$ cat config.mk
export PLATFORM = sky130hd
export DESIGN_NAME = semaphore_monitor_flat
export DESIGN_NICKNAME = d
export VERILOG_FILES = /design/src/rtl/semaphore_pkg.sv /design/src/rtl/semaphore_monitor_if.sv /design/src/rtl/sat_counter.sv /design/src/rtl/semaphore_monitor.sv /design/src/flat_wrapper.sv
export SDC_FILE = /design/constraint.sdc
export NUM_CORES = 1
export LEC_CHECK = 0
export ABC_CLOCK_PERIOD_IN_PS = 3460
export CORE_UTILIZATION = 40
export DETAILED_ROUTE_END_ITERATION = 6
export GPL_TIMING_DRIVEN = 0
export PLACE_DENSITY = 0.64
export SETUP_SLACK_MARGIN = 0.4
export SYNTH_ARGS = -nofsm -noshare
export SYNTH_HDL_FRONTEND = slang
export SYNTH_SLANG_ARGS = --single-unit
$ cat constraint.sdc
create_clock -name clk -period 3.46 [get_ports clk]
set_clock_uncertainty 0.2 [all_clocks]
set_input_delay 0.519 -clock clk [delete_from_list [all_inputs] [get_ports clk]]
set_output_delay 0.519 -clock clk [all_outputs]
set_load 0.005 [all_outputs]
$ cat src/rtl/semaphore_pkg.sv
// Shared traffic-light definitions: lamp phase encoding and default phase lengths,
// used by both the semaphore controller and its monitor so the two cannot drift.
package semaphore_pkg;

    typedef enum logic [1:0] {
        PH_DARK   = 2'd0,
        PH_RED    = 2'd1,
        PH_YELLOW = 2'd2,
        PH_GREEN  = 2'd3
    } phase_t;

    localparam int RED_CYCLES_DEF    = 51;
    localparam int YELLOW_CYCLES_DEF = 11;
    localparam int GREEN_CYCLES_DEF  = 31;

    // DARK->RED is the only way into the cycle; the lit phases rotate R->Y->G->R.
    function automatic logic legal_step(input phase_t from_ph, input phase_t to_ph);
        return (from_ph == PH_DARK   && to_ph == PH_RED)    ||
               (from_ph == PH_RED    && to_ph == PH_YELLOW) ||
               (from_ph == PH_YELLOW && to_ph == PH_GREEN)  ||
               (from_ph == PH_GREEN  && to_ph == PH_RED);
    endfunction

endpackage

$ cat src/rtl/semaphore_monitor_if.sv
// Lamp samples into the monitor and decoded phase/statistics/error flags out of it.
// master = lamp driver / observer side, slave = the monitor itself.
interface semaphore_monitor_if #(
    parameter int CNT_W = 8
);
    import semaphore_pkg::*;

    logic             red;
    logic             yellow;
    logic             green;
    logic             clear_err;

    phase_t           phase;
    logic [CNT_W-1:0] phase_len;
    logic             phase_done;
    logic [CNT_W-1:0] last_len;
    logic [15:0]      cycles_done;
    logic             err_onehot;
    logic             err_order;
    logic             err_duration;
    logic             error;

    modport master (
        output red, yellow, green, clear_err,
        input  phase, phase_len, phase_done, last_len, cycles_done,
        input  err_onehot, err_order, err_duration, error
    );

    modport slave (
        input  red, yellow, green, clear_err,
        output phase, phase_len, phase_done, last_len, cycles_done,
        output err_onehot, err_order, err_duration, error
    );

endinterface

$ cat src/rtl/sat_counter.sv
// Saturating up-counter with synchronous clear and load-to-1 (clear > load > inc).
// Latency: 1 cycle; backpressure: none, holds at all-ones instead of wrapping.
module sat_counter #(
    parameter int W = 8
) (
    input  logic         clk,
    input  logic         reset,
    input  logic         clr,
    input  logic         load_one,
    input  logic         inc,
    output logic [W-1:0] cnt
);

    always_ff @(posedge clk or posedge reset) begin
        if (reset) begin
            cnt <= '0;
        end else if (clr) begin
            cnt <= '0;
        end else if (load_one) begin
            cnt <= W'(1);
        end else if (inc && (cnt != '1)) begin
            cnt <= cnt + W'(1);
        end
    end

endmodule

$ cat src/rtl/semaphore_monitor.sv
// Passive lamp-protocol monitor: decodes phase, measures phase lengths, flags one-hot/order/duration faults.
// Latency: 1 cycle from lamp sample to all outputs; backpressure: none, every sample is consumed.
module semaphore_monitor
    import semaphore_pkg::*;
#(
    parameter int RED_CYCLES    = RED_CYCLES_DEF,
    parameter int YELLOW_CYCLES = YELLOW_CYCLES_DEF,
    parameter int GREEN_CYCLES  = GREEN_CYCLES_DEF,
    parameter int CNT_W         = 8
) (
    input  logic                clk,
    input  logic                reset,
    semaphore_monitor_if.slave  mon
);

    localparam logic [CNT_W-1:0] RED_REQ    = CNT_W'(RED_CYCLES);
    localparam logic [CNT_W-1:0] YELLOW_REQ = CNT_W'(YELLOW_CYCLES);
    localparam logic [CNT_W-1:0] GREEN_REQ  = CNT_W'(GREEN_CYCLES);

    phase_t           phase_q, phase_d, lamp_ph;
    logic [CNT_W-1:0] len_q, last_q, last_d, req_len;
    logic [15:0]      cyc_q, cyc_d;
    logic             done_q, done_d;
    logic             eoh_q, eord_q, edur_q, err_q;
    logic             eoh_d, eord_d, edur_d;
    logic             v_oh, v_ord, v_dur;
    logic             cnt_clr, cnt_load, cnt_inc;
    logic             is_dark, is_multi;

    assign is_dark  = ~(mon.red | mon.yellow | mon.green);
    assign is_multi = (mon.red & mon.yellow) | (mon.red & mon.green) | (mon.yellow & mon.green);

    always_comb begin
        lamp_ph = PH_GREEN;
        if (mon.red) begin
            lamp_ph = PH_RED;
        end else if (mon.yellow) begin
            lamp_ph = PH_YELLOW;
        end
    end

    always_comb begin
        case (phase_q)
            PH_RED:    req_len = RED_REQ;
            PH_YELLOW: req_len = YELLOW_REQ;
            PH_GREEN:  req_len = GREEN_REQ;
            default:   req_len = '0;
        endcase
    end

    always_comb begin
        phase_d  = phase_q;
        done_d   = 1'b0;
        last_d   = last_q;
        cyc_d    = cyc_q;
        v_oh     = 1'b0;
        v_ord    = 1'b0;
        v_dur    = 1'b0;
        cnt_clr  = 1'b0;
        cnt_load = 1'b0;
        cnt_inc  = 1'b0;

        if (is_multi) begin
            v_oh = 1'b1;
        end else if (is_dark) begin
            // Controller disabled mid-phase: report the partial length, skip checks.
            if (phase_q != PH_DARK) begin
                done_d  = 1'b1;
                last_d  = len_q;
                phase_d = PH_DARK;
                cnt_clr = 1'b1;
            end
        end else if (lamp_ph == phase_q) begin
            cnt_inc = 1'b1;
            // Equality before the increment catches only the first excess sample.
            if (len_q == req_len) begin
                v_dur = 1'b1;
            end
        end else begin
            if (phase_q != PH_DARK) begin
                done_d = 1'b1;
                last_d = len_q;
                if (len_q < req_len) begin
                    v_dur = 1'b1;
                end
            end
            if (!legal_step(phase_q, lamp_ph)) begin
                v_ord = 1'b1;
            end
            if (phase_q == PH_GREEN && lamp_ph == PH_RED) begin
                cyc_d = cyc_q + 16'd1;
            end
            phase_d  = lamp_ph;
            cnt_load = 1'b1;
        end

        eoh_d  = (eoh_q  & ~mon.clear_err) | v_oh;
        eord_d = (eord_q & ~mon.clear_err) | v_ord;
        edur_d = (edur_q & ~mon.clear_err) | v_dur;
    end

    sat_counter #(
        .W (CNT_W)
    ) u_phase_len (
        .clk      (clk),
        .reset    (reset),
        .clr      (cnt_clr),
        .load_one (cnt_load),
        .inc      (cnt_inc),
        .cnt      (len_q)
    );

    always_ff @(posedge clk or posedge reset) begin
        if (reset) begin
            phase_q <= PH_DARK;
            done_q  <= 1'b0;
            last_q  <= '0;
            cyc_q   <= '0;
            eoh_q   <= 1'b0;
            eord_q  <= 1'b0;
            edur_q  <= 1'b0;
            err_q   <= 1'b0;
        end else begin
            phase_q <= phase_d;
            done_q  <= done_d;
            last_q  <= last_d;
            cyc_q   <= cyc_d;
            eoh_q   <= eoh_d;
            eord_q  <= eord_d;
            edur_q  <= edur_d;
            err_q   <= eoh_d | eord_d | edur_d;
        end
    end

    assign mon.phase        = phase_q;
    assign mon.phase_len    = len_q;
    assign mon.phase_done   = done_q;
    assign mon.last_len     = last_q;
    assign mon.cycles_done  = cyc_q;
    assign mon.err_onehot   = eoh_q;
    assign mon.err_order    = eord_q;
    assign mon.err_duration = edur_q;
    assign mon.error        = err_q;

endmodule

$ cat src/flat_wrapper.sv
// flat-port wrapper written by rule: the top's interface ports become plain ports
module semaphore_monitor_flat import semaphore_pkg::*;
#(
    parameter int RED_CYCLES    = RED_CYCLES_DEF,
    parameter int YELLOW_CYCLES = YELLOW_CYCLES_DEF,
    parameter int GREEN_CYCLES  = GREEN_CYCLES_DEF,
    parameter int CNT_W         = 8
)
  (clk, reset, mon_red, mon_yellow, mon_green, mon_clear_err, mon_phase, mon_phase_len, mon_phase_done, mon_last_len, mon_cycles_done, mon_err_onehot, mon_err_order, mon_err_duration, mon_error);
  semaphore_monitor_if #(.CNT_W(CNT_W)) mon_i ();
  input  logic clk;
  input  logic reset;
  input wire logic [$bits(mon_i.red)-1:0] mon_red;
  input wire logic [$bits(mon_i.yellow)-1:0] mon_yellow;
  input wire logic [$bits(mon_i.green)-1:0] mon_green;
  input wire logic [$bits(mon_i.clear_err)-1:0] mon_clear_err;
  output wire logic [$bits(mon_i.phase)-1:0] mon_phase;
  output wire logic [$bits(mon_i.phase_len)-1:0] mon_phase_len;
  output wire logic [$bits(mon_i.phase_done)-1:0] mon_phase_done;
  output wire logic [$bits(mon_i.last_len)-1:0] mon_last_len;
  output wire logic [$bits(mon_i.cycles_done)-1:0] mon_cycles_done;
  output wire logic [$bits(mon_i.err_onehot)-1:0] mon_err_onehot;
  output wire logic [$bits(mon_i.err_order)-1:0] mon_err_order;
  output wire logic [$bits(mon_i.err_duration)-1:0] mon_err_duration;
  output wire logic [$bits(mon_i.error)-1:0] mon_error;
  assign mon_i.red = mon_red;
  assign mon_i.yellow = mon_yellow;
  assign mon_i.green = mon_green;
  assign mon_i.clear_err = mon_clear_err;
  assign mon_phase = mon_i.phase;
  assign mon_phase_len = mon_i.phase_len;
  assign mon_phase_done = mon_i.phase_done;
  assign mon_last_len = mon_i.last_len;
  assign mon_cycles_done = mon_i.cycles_done;
  assign mon_err_onehot = mon_i.err_onehot;
  assign mon_err_order = mon_i.err_order;
  assign mon_err_duration = mon_i.err_duration;
  assign mon_error = mon_i.error;
  semaphore_monitor #(.RED_CYCLES(RED_CYCLES), .YELLOW_CYCLES(YELLOW_CYCLES), .GREEN_CYCLES(GREEN_CYCLES), .CNT_W(CNT_W)) u_core (.clk(clk), .reset(reset), .mon(mon_i));
endmodule
Word-level counts from Yosys, hierarchy flattened
Cells that the tools add are included.

Reductions and logical operators: 15. $add $sub $neg: 2. Bitwise gates (word level): 18. Equality and inequality tests: 10. Multiplexer cells: 35. $lt $le $gt $ge: 1.

Operator list (count): $mux W8 (6); $mux W1 (24); $pmux W6 S3 (1); $add A16 B1 Y16 const B (1); $or A1 B1 Y1 (9); $add A8 B1 Y8 const B (1); $eq A2 B2 Y1 const B (4); $eq A8 B6 Y1 (1); $lt A8 B6 Y1 (1); $mux W2 (4); $ne A8 B8 Y1 const B (1); $and A1 B1 Y1 (6); $logic_and A1 B1 Y1 (5); $eq A2 B1 Y1 const B (2); $reduce_and A4 Y1 (1); $reduce_bool A2 Y1 (2); $logic_or A1 B1 Y1 (3); $not A1 Y1 (3); $reduce_and A3 Y1 (1); $reduce_bool A3 Y1 (1); $eq A2 B2 Y1 (1); $logic_not A2 Y1 (1); $ne A2 B2 Y1 const B (1); $reduce_and A2 Y1 (1).

Bits in registers: 39. Output and inout bits: 39.

Depth between registers and ports, before layout
Gate-level depths: netlist (run 1).

Word-level depth: 14. Mapped depth: 8. Gate-level depth less buffers: 8.

Cells and area by module
A second synthesis (run 1) with hierarchy kept.

Cell total of the unflattened synthesis: 211. Area, all modules: 2168.3 µm².

By module, submodules not included: semaphore_monitor (cells each 155, times used 1, area an instance 1666.6 µm²); sat_counter (cells each 56, times used 1, area an instance 501.7 µm²).

Worst setup path before layout (run 1)
Ideal clock, no wire load.

Path kind: register to register. Start: register u_core.phase_q[0] (netlist: u_core.mon.phase[0]). End: register u_core.err_q (netlist: u_core.mon.error). Library setup time: 0.069 ns. Arrival: 1.805 ns. Required time: 3.191 ns. Slack: 1.387 ns. Cell stages (with the launch flop): 9. Cell sequence: dfrtp_1 -> buf_2 -> nand2_1 -> ha_1 -> nand2_1 -> nor4_1 -> nand3_1 -> o32a_1 -> nand3_1.

Cells in the longest elaborated chain, start to end: 12.

Ends and longest elaborated chain: start: declaration (RTL line semaphore_monitor.sv:20) `phase_t phase_q, phase_d, lamp_ph;`; start signal: assignment (RTL line semaphore_monitor.sv:124) `phase_q <= phase_d;`; parallel branches: the longest is 11 deep, another holds $lt A8 B6 Y1; $or A1 B1 Y1 * (RTL line semaphore_monitor.sv:131) `err_q <= eoh_d | eord_d | edur_d;`; end signal: assignment (RTL line semaphore_monitor.sv:131); end: declaration (RTL line semaphore_monitor.sv:24) `logic eoh_q, eord_q, edur_q, err_q;`.

Every way passes the cells marked *. A chain may end at the register's enable or synchronous reset.

Worst setup path after layout (run 1)
Ends and elaborated chain as after synthesis.

==> summary.md, run 1 <==
| Metric | Value |
|---|---|
| Synth unique cells | `47` |
| DR vias | `1686` |
| Clk_lat worst skew | `0.30 ns` |
| Ys async rst share | `100%` |
| Hold path depth | `1` |
| Setup crit start kind | `register` |
| Placer Congestion | `0.805` |
| RSZ-0062 raised after global routing | `no` |
| Cell types occupying the most area after synthesis | `dfrtp_1 46%, ha_1 4.7%, mux2_1 4.2%` |
| Power Density | `447 nW/um^2` |
| Seq/Total Area, Yosys | `45.9%` |
| Share of cells above drive strength 1 | `9.58%` |
| Outcome | `finished clean` |
| Fin crit share | `69.1%` |
| CTS sink cnt | `39` |
| Die width | `74.9 um` |
| WP buf/inv | `1` |
| LEAKAGE | `0.00129 uW` |
| Reg power frac | `45.6%` |
| R2R Path Start | `u_core.mon.phase[0]$_DFFE_PP0P_` |
| Cells after synthesis | `211` |
| Cell Count, Final, Fillers Out | `331` |
| Clk slew on worst S/H paths | `0.08 ns` |
| Crit path depth | `8` |
| HPWL after DPL | `3090 um` |
| Post-synthesis cell area | `2130 um^2` |
| CTS Buf Count | `5` |
| Initial drt markers | `64` |
| Kind of critical path | `reg2reg` |
| CTS resizes | `0` |
| Syn Nets | `225` |
| Maximum clock rate | `418 MHz` |
| Overall Power | `1230 uW` |
| Top cell type's share of synthesized area | `45.9%` |
| First-pass GRT wire length | `7190 um` |
| Placed Cells | `323` |
| Post-synth top flop | `dfrtp_1` |
| Max_cap viols | `0` |
| Hold worst-path end | `u_core.mon.cycles_done[15]$_DFFE_PP0P_` |
| DR DRC count | `0` |
| Layout Nets | `274` |
| Vias in the first global route | `1538` |
| Clock share of power | `31.2%` |
| Hold Fails Final Rpt | `0` |
| DR WL/cell | `13.2 um` |
| Antenna violations before repair | `0` |
| R2R Setup Slk | `1.07 ns` |
| Final Setup Violations | `0` |
| Largest area contributor in the netlist | `dfrtp_1` |
| Ports | `45` |
| Hold Path Origin | `u_core.mon.cycles_done[15]$_DFFE_PP0P_` |
| Number of synthesized flops with an enable pin | `0` |
| Fin Setup TNS | `0 ns` |
| Detailed Route WL | `4380 um` |
| Area after DPL | `2640 um^2` |
| Critical path's largest stage delay | `0.47 ns` |
| Worst-Margin Slew | `0.807 ns` |
| Reg2Reg Depth | `8` |
| Post-route ant nets | `0` |
| Peak supply drop | `178 uV` |
| Crit path from | `u_core.mon.phase[0]$_DFFE_PP0P_` |
| Synthesis Warnings | `0` |
| Setup crit end kind | `register` |
| Initial DRT Pass Iterations | `4` |
| Vias/cell | `5.09` |
| CTS max path bufs | `2` |
| Logic pwr share | `23.1%` |
| Row count | `26` |
| Cell area after layout | `2750 um^2` |
| Synth-to-Final Area Change | `29.2%` |
| # hold bufs at CTS | `0` |
| Reg2reg end | `u_core.mon.error$_DFF_PP0_` |
| Max-slew violation count | `0` |
| Initial core utilization | `41.6%` |
| Area of the die | `5610 um^2` |
| Top cells by count, synth | `39 x dfrtp_1, 22 x nor2_1, 16 x nand2_1, 13 x inv_1` |
| Critical path's slowest cell | `dfrtp_1` |
| CTS root buffer | `clkbuf_8` |
| Top Family by Delay on Critical Path | `simple AND/OR/NAND/NOR gates` |
| All-Layer GR Usage | `16.9%` |
| Core area | `5110 um^2` |
| WP data required | `3.49 ns` |
| Die height | `74.9 um` |
| Switching Power | `350 uW` |
| H-tree levels | `2` |
| Critical-path maximum fanout | `10` |
| Top-count cell post-synth | `dfrtp_1` |
| Setup bufs post-CTS | `0` |
| Grt total ovfl | `0` |
| Net Sw Frac | `28.4%` |
| HP Class | `reg2reg` |
| Rel. slew slack | `46.1%` |
| Register bit total from synthesis | `39` |
| Avg Inst Size Synth | `10.1 um^2` |
| Worst Path Arrival | `2.42 ns` |
| Ant. Diodes | `0` |
| Crit-path cells | `buf_2, nand2_1, ha_1, nand2_1, nor4_1, nand3_1, o32a_1, nand3_1` |
| Largest net degree at the start of global routing | `40` |
| Final Critical Period | `2.39 ns` |
| CTS tree | `built` |
| PortBufs | `42` |
| Internal Pwr Total | `880 uW` |
flip-flops by register name, indices dropped and copies added (netlist names):
register                 count
u_core.mon.phase             2
u_core.mon.err_duration      1
u_core.mon.cycles_done      16
u_core.mon.err_order         1
u_core.u_phase_len.cnt       8
u_core.mon.last_len          8
u_core.mon.phase_done        1
u_core.mon.error             1
u_core.mon.err_onehot        1
layout by cell type (no fill, tap or decap), types with 5 or more instances in the layout:
cell             instances
a21oi_1                  9
xnor2_1                 10
nand4_1                  6
nor2_1                  22
nand2_1                 16
nor3_1                   5
clkbuf_8                 5
xor2_1                  10
clkdlybuf4s50_1         42
mux2_1                   8
dfrtp_1                 39
ha_1                     8
buf_2                    5
inv_1                   12
nand3_1                  8
how the worst max path moves through the flow:
stage	endpoint	slack (ns)
finish	u_core.mon.error$_DFF_PP0_	1.07
global route	u_core.mon.error$_DFF_PP0_	0.93
CTS	u_core.mon.error$_DFF_PP0_	1.05
detailed placement	u_core.mon.last_len[6]$_DFFE_PP0P_	0.81
global placement	u_core.mon.last_len[6]$_DFFE_PP0P_	0.83
floorplan	u_core.mon.error$_DFF_PP0_	1.39
power groups by stage:
stage               clock network (uW)  registers, uW  logic (uW)
floorplan                            0            560         150
global placement                     0            568         285
detailed placement                   0            571         288
CTS                                391            562         288
global route                       406            570         321
finish                             384            561         285
stage by stage:
stage          util (%)  hold WS (ns)  worst slack, ns
2_1_floorplan         -         0.265             1.39
3_3_place_gp       51.6         0.258            0.829
3_5_place_dp       51.6         0.262            0.805
4_1_cts            53.8         0.273             1.05
5_1_grt            53.8         0.301            0.926
6_report           53.8         0.265             1.07
layer usage:
metal | track usage (%) | vias to the layer above | share of wire, %
met5 | 0 | - | 0
met4 | 5.24 | 0 | 1.1
met1 | 23.1 | 802 | 49
li1 | - | 838 | -
met3 | 4.42 | 5 | 4.5
met2 | 26.3 | 41 | 45
cells by family after synthesis:
logic type | synth area share (%)
and+or+nand+nor | 21.6
DFF | 45.9
AOI/OAI and AO/OA | 9.71
buffers and inverters | 4.18
xor gates and xnor gates | 8.23
muxes | 5.71
adders and majority gates | 4.71
final cells by class:
class / instances / area (um^2)
fill: 473 / 2360
multi-input combinational: 151 / 1060
sequential: 39 / 976
timing repair buffer: 42 / 420
tap: 70 / 87.6
clock buffer: 5 / 68.8
inverter: 13 / 48.8
clock inverter: 3 / 43.8
buffer: 8 / 40.0
Note: power is estimated with default switching activity, not from simulation.
==> run 2: changes to the inputs <==
--- a/config.mk
+++ b/config.mk
@@ -5,11 +5,11 @@
 export SDC_FILE = /design/constraint.sdc
 export NUM_CORES = 1
 export LEC_CHECK = 0
-export ABC_CLOCK_PERIOD_IN_PS = 3460
+export ABC_CLOCK_PERIOD_IN_PS = 2100
 export CORE_UTILIZATION = 40
 export DETAILED_ROUTE_END_ITERATION = 6
 export GPL_TIMING_DRIVEN = 0
-export PLACE_DENSITY = 0.64
+export PLACE_DENSITY = 0.67
 export SETUP_SLACK_MARGIN = 0.4
 export SYNTH_ARGS = -nofsm -noshare
 export SYNTH_HDL_FRONTEND = slang
==> constraint.sdc (replaced) <==
create_clock -name clk -period 2.1 [get_ports clk]
set_clock_uncertainty 0.2 [all_clocks]
set_input_delay 0.315 -clock clk [delete_from_list [all_inputs] [get_ports clk]]
set_output_delay 0.315 -clock clk [all_outputs]
set_load 0.005 [all_outputs]
==> run 2 against run 1 <==
Register-to-register slack got worse by 0.96 ns; global-route usage rose by 3.2 points; clock power rose by 34%; routed wire length rose by 33%; sequential share of layout area fell by 7.2 points; critical path type unchanged; critical endpoint unchanged.
==> summary.md, run 2 (synthesis results as in run 1) <==
| Metric | Value |
|---|---|
| Setup crit end kind | `register` |
| Vias/cell | `5.12 (+0.49%)` |
| Overall Power | `2150 uW (+75%)` |
| DR WL/cell | `15.3 um (+16%)` |
| WHS | `0.233 ns (-0.0316 ns)` |
| Ports | `45 (unchanged)` |
| PortBufs | `42 (unchanged)` |
| Power Density | `618 nW/um^2 (+38%)` |
| Share of cells above drive strength 1 | `40.5% (+31 points)` |
| H-tree levels | `2 (unchanged)` |
| Reg2reg end | `u_core.mon.error$_DFF_PP0_` |
| Initial DRT Pass Iterations | `4 (unchanged)` |
| Vias in the first global route | `1798 (+17%)` |
| All-Layer GR Usage | `20.1% (+3.2 points)` |
| Layout Nets | `322 (+18%)` |
| Detailed Route WL | `5800 um (+33%)` |
| LEAKAGE | `0.00187 uW (+46%)` |
| Initial drt markers | `103 (+61%)` |
| Antenna violations before repair | `0 (unchanged)` |
| HPWL after DPL | `3140 um (+1.7%)` |
| CTS root buffer | `clkbuf_8` |
| Placed Cells | `323 (unchanged)` |
| Largest net degree at the start of global routing | `40 (unchanged)` |
| Post-route ant nets | `0 (unchanged)` |
| CTS tree | `built` |
| Ant. Diodes | `0 (unchanged)` |
| Placer Congestion | `0.804 (-0.12%)` |
| Clk_lat worst skew | `0.30 ns (about the same)` |
| First-pass GRT wire length | `8420 um (+17%)` |
| Clk slew on worst S/H paths | `0.08 ns (about the same)` |
| CTS Buf Count | `5 (unchanged)` |
| Worst-Margin Slew | `0.822 ns (+0.0150 ns)` |
| Kind of critical path | `reg2reg` |
| Die width | `74.9 um (unchanged)` |
| CTS sink cnt | `39 (unchanged)` |
| Max FFs per register | `16 (unchanged)` |
| HP Class | `in2reg` |
| Reg2Reg Depth | `8 (unchanged)` |
| Outcome | `finished clean` |
| End-of-flow core utilization | `68.2% (+14 points)` |
| Rel. slew slack | `45.1% (-1.0 points)` |
| Crit path from | `u_core.mon.phase[0]$_DFFE_PP0P_` |
| R2R Setup Slk | `0.11 ns (-0.96 ns)` |
| Max_cap viols | `0 (unchanged)` |
| Initial core utilization | `41.6% (unchanged)` |
| WP data required | `2.13 ns (-1.36 ns)` |
| Area of the die | `5610 um^2 (unchanged)` |
| Die height | `74.9 um (unchanged)` |
| Worst Setup EP | `u_core.mon.error$_DFF_PP0_` |
| Hold Fails Final Rpt | `0 (unchanged)` |
| Cell Count, Final, Fillers Out | `379 (+15%)` |
| DR vias | `1940 (+15%)` |
| Setup crit start kind | `register` |
| Synth-to-Final Area Change | `63.8%` |
| Max-slew violation count | `0 (unchanged)` |
| Worst Path Arrival | `2.02 ns (-0.40 ns)` |
| DR DRC count | `0 (unchanged)` |
| Maximum clock rate | `503 MHz (+20%)` |
| Core area | `5110 um^2 (unchanged)` |
| Grt total ovfl | `0 (unchanged)` |
| Fin crit share | `94.6% (+26 points)` |
| Peak supply drop | `466 uV (+160%)` |
| Most common cell after layout, fill and taps aside | `buf_4` |
| CTS max path bufs | `2 (unchanged)` |
| RSZ-0062 raised after global routing | `yes` |
| Most frequent cells in the layout | `43 x buf_4, 30 x dfrtp_1, 17 x dlymetal6s2s_1, 16 x clkdlybuf4s50_1, 12 x nor2_1` |
| Row count | `26 (unchanged)` |
| Critical-path maximum fanout | `6 (-4)` |
| Final Critical Period | `1.99 ns (-0.403 ns)` |
| Final Setup Violations | `0 (unchanged)` |
| R2R Path Start | `u_core.mon.phase[0]$_DFFE_PP0P_` |
==> run 2: cell count changes in the layout (fill, tap and decap cells not counted), sizes merged <==
cell           delta
clkinv            -1
clkdlybuf4s50    -26
dlymetal6s2s     +17
bufinv            -1
clkinvlp          +1
dlygate4sd2       +9
clkbuf            +2
buf              +47
==> run 2: layout make-up <==
type                            count  area (um^2)
Clock inverter                      2         12.5
Multi-Input combinational cell    151         1330
Timing Repair Buffer               90          875
Inverter                           13         48.8
Fill cell                         392         1620
Buffer                              8         70.1
Sequential cell                    39          987
Clock buffer                        6         72.6
Tap cell                           70         87.6
==> run 2: worst max-delay path: stages, from the launching register on <==
cell and delay (ns):
dfrtp_2 0.49, buf_8 0.16, nand2_4 0.06, ha_4 0.28, nand2_4 0.06, nor4_4 0.15
nand3_1 0.10, o32a_1 0.32, nand3_1 0.10
==> run 2: layer usage <==
layer  global-route usage (%)  share of wire (%)  up-vias
met3                     5.22                5.6       15
li1                         -                  -      929
met2                     32.4                 48       58
met5                        0                  0        -
met4                     7.97                2.3        0
met1                     25.9                 44      938
==> run 2: timing repair <==
item,4_1_cts,5_1_grt
setup buffers,38,9
cloned,0,1
setup endpoints to repair,55,52
hold buffers,0,0
pin swaps,17,13
gates resized for setup,44,46
==> run 2: per-stage QoR <==
| step | worst slack, ns | cell area [um^2] | setup TNS [ns] |
|---|---|---|---|
| floorplan | 0.259 | 2200 | 0 |
| global placement | -0.327 | 2710 | -12.71 |
| detailed placement | -0.343 | 2710 | -4.75 |
| CTS | 0.150 | 3230 | 0 |
| global route | 0.0411 | 3480 | 0 |
| finish | 0.113 | 3480 | 0 |
==> run 2: worst min-delay path by stage <==
| stage | startpoint | endpoint | slack (ns) | cells after the start |
|---|---|---|---|---|
| 2_1_floorplan | mon_clear_err | u_core.mon.err_order$_DFF_PP0_ | 0.22 | 1 |
| 3_3_place_gp | u_core.mon.cycles_done[15]$_DFFE_PP0P_ | u_core.mon.cycles_done[15]$_DFFE_PP0P_ | 0.26 | 1 |
| 3_5_place_dp | u_core.mon.cycles_done[15]$_DFFE_PP0P_ | u_core.mon.cycles_done[15]$_DFFE_PP0P_ | 0.26 | 1 |
| 4_1_cts | mon_yellow | u_core.mon.phase[1]$_DFFE_PP0P_ | 0.20 | 3 |
| 5_1_grt | mon_yellow | u_core.mon.phase[1]$_DFFE_PP0P_ | 0.28 | 3 |
| 6_report | mon_yellow | u_core.mon.phase[1]$_DFFE_PP0P_ | 0.23 | 3 |
==> run 2: power by group <==
group          switching (uW)  leakage (uW)  internal [uW]  total, uW
logic                     319       0.00133            414        733
clock network             280     0.0000412            232        513
registers                72.8      0.000500            833        906
total                     672       0.00187           1480       2150
==> run 3: changes to the inputs <==
--- a/config.mk
+++ b/config.mk
@@ -6,10 +6,12 @@
 export NUM_CORES = 1
 export LEC_CHECK = 0
 export ABC_CLOCK_PERIOD_IN_PS = 2100
+export CAP_MARGIN = 20
 export CORE_UTILIZATION = 40
 export DETAILED_ROUTE_END_ITERATION = 6
 export GPL_TIMING_DRIVEN = 0
 export PLACE_DENSITY = 0.67
+export RECOVER_POWER = 50
 export SETUP_SLACK_MARGIN = 0.4
 export SYNTH_ARGS = -nofsm -noshare
 export SYNTH_HDL_FRONTEND = slang
==> run 3 against run 2 <==
Cell area down 1.3%; critical path depth is the same; flip-flop and latch count stayed put; worst hold slack improved by 0.059 ns; die area did not move; largest cell class unchanged; fmax fell by 0.15%; power rose by 0.18%; global-route usage unchanged; via count is 0.67% lower; sequential share of layout area up 0.36 points; clock-buffer cell count did not move; critical path type unchanged; setup slack worse by 0.0031 ns.
==> summary.md, run 3 (synthesis results as in run 1) <==
| Metric | Value |
|---|---|
| Outcome | `finished clean` |
| WP buf/inv | `1 (unchanged)` |
| Max-slew violation count | `0 (unchanged)` |
| Setup crit start kind | `register` |
| Most common cell after layout, fill and taps aside | `buf_4` |
| HPWL after DPL | `3140 um (unchanged)` |
| Max FFs per register | `16 (unchanged)` |
| Worst Path Arrival | `2.02 ns (about the same)` |
| Ports | `45 (unchanged)` |
| Detailed Route WL | `5800 um (about the same)` |
| Power Density | `627 nW/um^2 (+1.5%)` |
| Hold path depth | `1 (-2)` |
| Antenna violations before repair | `0 (unchanged)` |
| Critical path's largest stage delay | `0.48 ns (about the same)` |
| Die height | `74.9 um (unchanged)` |
| Crit-path cells | `buf_8, nand2_4, ha_4, nand2_4, nor4_4, nand3_1, o32a_1, nand3_1` |
| HP Class | `reg2reg` |
| Row count | `26 (unchanged)` |
| Initial drt markers | `105 (+1.9%)` |
| DR DRC count | `0 (unchanged)` |
| Hold Path Origin | `u_core.mon.cycles_done[15]$_DFFE_PP0P_` |
| First-pass GRT wire length | `8420 um (unchanged)` |
| Final Setup Violations | `0 (unchanged)` |
| All-Layer GR Usage | `20.1% (unchanged)` |
| # hold bufs at CTS | `0 (unchanged)` |
| Final Critical Period | `1.99 ns (+0.00308 ns)` |
| Largest net degree at the start of global routing | `40 (unchanged)` |
| Die width | `74.9 um (unchanged)` |
| Crit path from | `u_core.mon.phase[0]$_DFFE_PP0P_` |
| R2R Setup Slk | `0.11 ns (about the same)` |
| CTS Buf Count | `5 (unchanged)` |
| LEAKAGE | `0.00161 uW (-14%)` |
| Peak supply drop | `466 uV (about the same)` |
| CTS tree | `built` |
| Grt total ovfl | `0 (unchanged)` |
| Rel. slew slack | `44.6% (-0.46 points)` |
| Fin crit share | `94.8% (+0.15 points)` |
| Placer Congestion | `0.804 (unchanged)` |
| Post-route ant nets | `0 (unchanged)` |
| Setup crit end kind | `register` |
| Clk slew on worst S/H paths | `0.08 ns (about the same)` |
| DR WL/cell | `15.3 um (about the same)` |
| Initial core utilization | `41.6% (unchanged)` |
| Max_cap viols | `0 (unchanged)` |
| Reg2Reg Depth | `8 (unchanged)` |
| Critical-path maximum fanout | `6 (unchanged)` |
| Reg2reg end | `u_core.mon.error$_DFF_PP0_` |
| Vias/cell | `5.08 (-0.67%)` |
| CTS root buffer | `clkbuf_8` |
| Area after DPL | `2710 um^2 (unchanged)` |
| Hold worst-path end | `u_core.mon.cycles_done[15]$_DFFE_PP0P_` |
| H-tree levels | `2 (unchanged)` |
| CTS max path bufs | `2 (unchanged)` |
| R2R Path Start | `u_core.mon.phase[0]$_DFFE_PP0P_` |
| Hold Fails Final Rpt | `0 (unchanged)` |
| Most frequent cells in the layout | `43 x buf_4, 30 x dfrtp_1, 17 x clkdlybuf4s25_1, 15 x clkdlybuf4s50_1, 12 x nor2_1` |
| RSZ-0062 raised after global routing | `yes` |
| Clk_lat worst skew | `0.30 ns (about the same)` |
| Initial DRT Pass Iterations | `4 (unchanged)` |
| CTS sink cnt | `39 (unchanged)` |
| Top Family by Delay on Critical Path | `flip-flops` |
| Maximum clock rate | `503 MHz (-0.15%)` |
| DR vias | `1927 (-0.67%)` |
| Layout Nets | `322 (unchanged)` |
| Fin Setup TNS | `0 ns (unchanged)` |
| Worst-Margin Slew | `0.829 ns (+0.00683 ns)` |
| WP data required | `2.13 ns (about the same)` |
| Critical path's slowest cell | `dfrtp_2` |
| Share of cells above drive strength 1 | `40.1% (-0.32 points)` |
| Vias in the first global route | `1798 (unchanged)` |
| Ant. Diodes | `0 (unchanged)` |
| Kind of critical path | `reg2reg` |
| PortBufs | `42 (unchanged)` |
| Cell area after layout | `3440 um^2 (-1.3%)` |
| Core area | `5110 um^2 (unchanged)` |
| Area of the die | `5610 um^2 (unchanged)` |
| Synth-to-Final Area Change | `61.7%` |
-- run 3: cell count changes in the layout (fill, tap and decap cells not counted) --
cell             before  now
clkdlybuf4s25_1       0   17
dlymetal6s2s_1       17    0
buf_1                 1    0
clkbuf_1              1    3
clkdlybuf4s50_1      16   15
buf_2                 3    2
dlygate4sd3_1         0    1
-- run 3: metal layers --
layer | share of wire (%) | wire, um | GRT usage, % | up-vias
li1 | - | - | - | 929
met1 | 45 | 2600 | 25.9 | 933
met2 | 48 | 2790 | 32.4 | 50
met4 | 2.4 | 138 | 7.97 | 0
met5 | 0 | 0 | 0 | -
met3 | 4.7 | 273 | 5.22 | 15
-- run 3: area by class of cell --
class	count	area (um^2)
tap	70	87.6
fill	403	1670
sequential	39	987
clock inverter	2	12.5
buffer	8	68.8
timing repair buffer	90	832
inverter	13	48.8
clock buffer	6	72.6
multi-input combinational	151	1330
-- run 3: worst max path at each step --
stage,end,depth (start not counted)
6_report,u_core.mon.error$_DFF_PP0_,8
5_1_grt,u_core.mon.error$_DFF_PP0_,8
4_1_cts,u_core.mon.error$_DFF_PP0_,8
3_5_place_dp,u_core.mon.last_len[3]$_DFFE_PP0P_,6
3_3_place_gp,u_core.mon.phase[0]$_DFFE_PP0P_,2
2_1_floorplan,u_core.mon.error$_DFF_PP0_,8
-- run 3: stage by stage --
step / utilization, % / hold WS [ns] / cells / setup slack [ns] / total power, uW
after global placement: 53.0 / 0.257 / 323 / -0.327 / 1430
after CTS: 63.2 / 0.195 / 369 / 0.150 / 2060
after floorplan: - / 0.222 / 211 / 0.259 / 1200
final: 67.3 / 0.292 / 379 / 0.110 / 2160
after global routing: 67.3 / 0.302 / 379 / 0.0411 / 2270
after detailed placement: 53.0 / 0.258 / 323 / -0.343 / 1440
-- run 3: timing repair --
item	CTS	global route
gates cloned	0	1
setup buffers	38	9
gates resized for setup	44	46
endpoints found under the setup margin	55	52
pin swaps	17	13
-- run 3: report_power, final --
group / internal, uW / switching [uW] / total [uW]
sequential: 833 / 75.2 / 908
combinational: 412 / 320 / 732
clock: 232 / 282 / 515
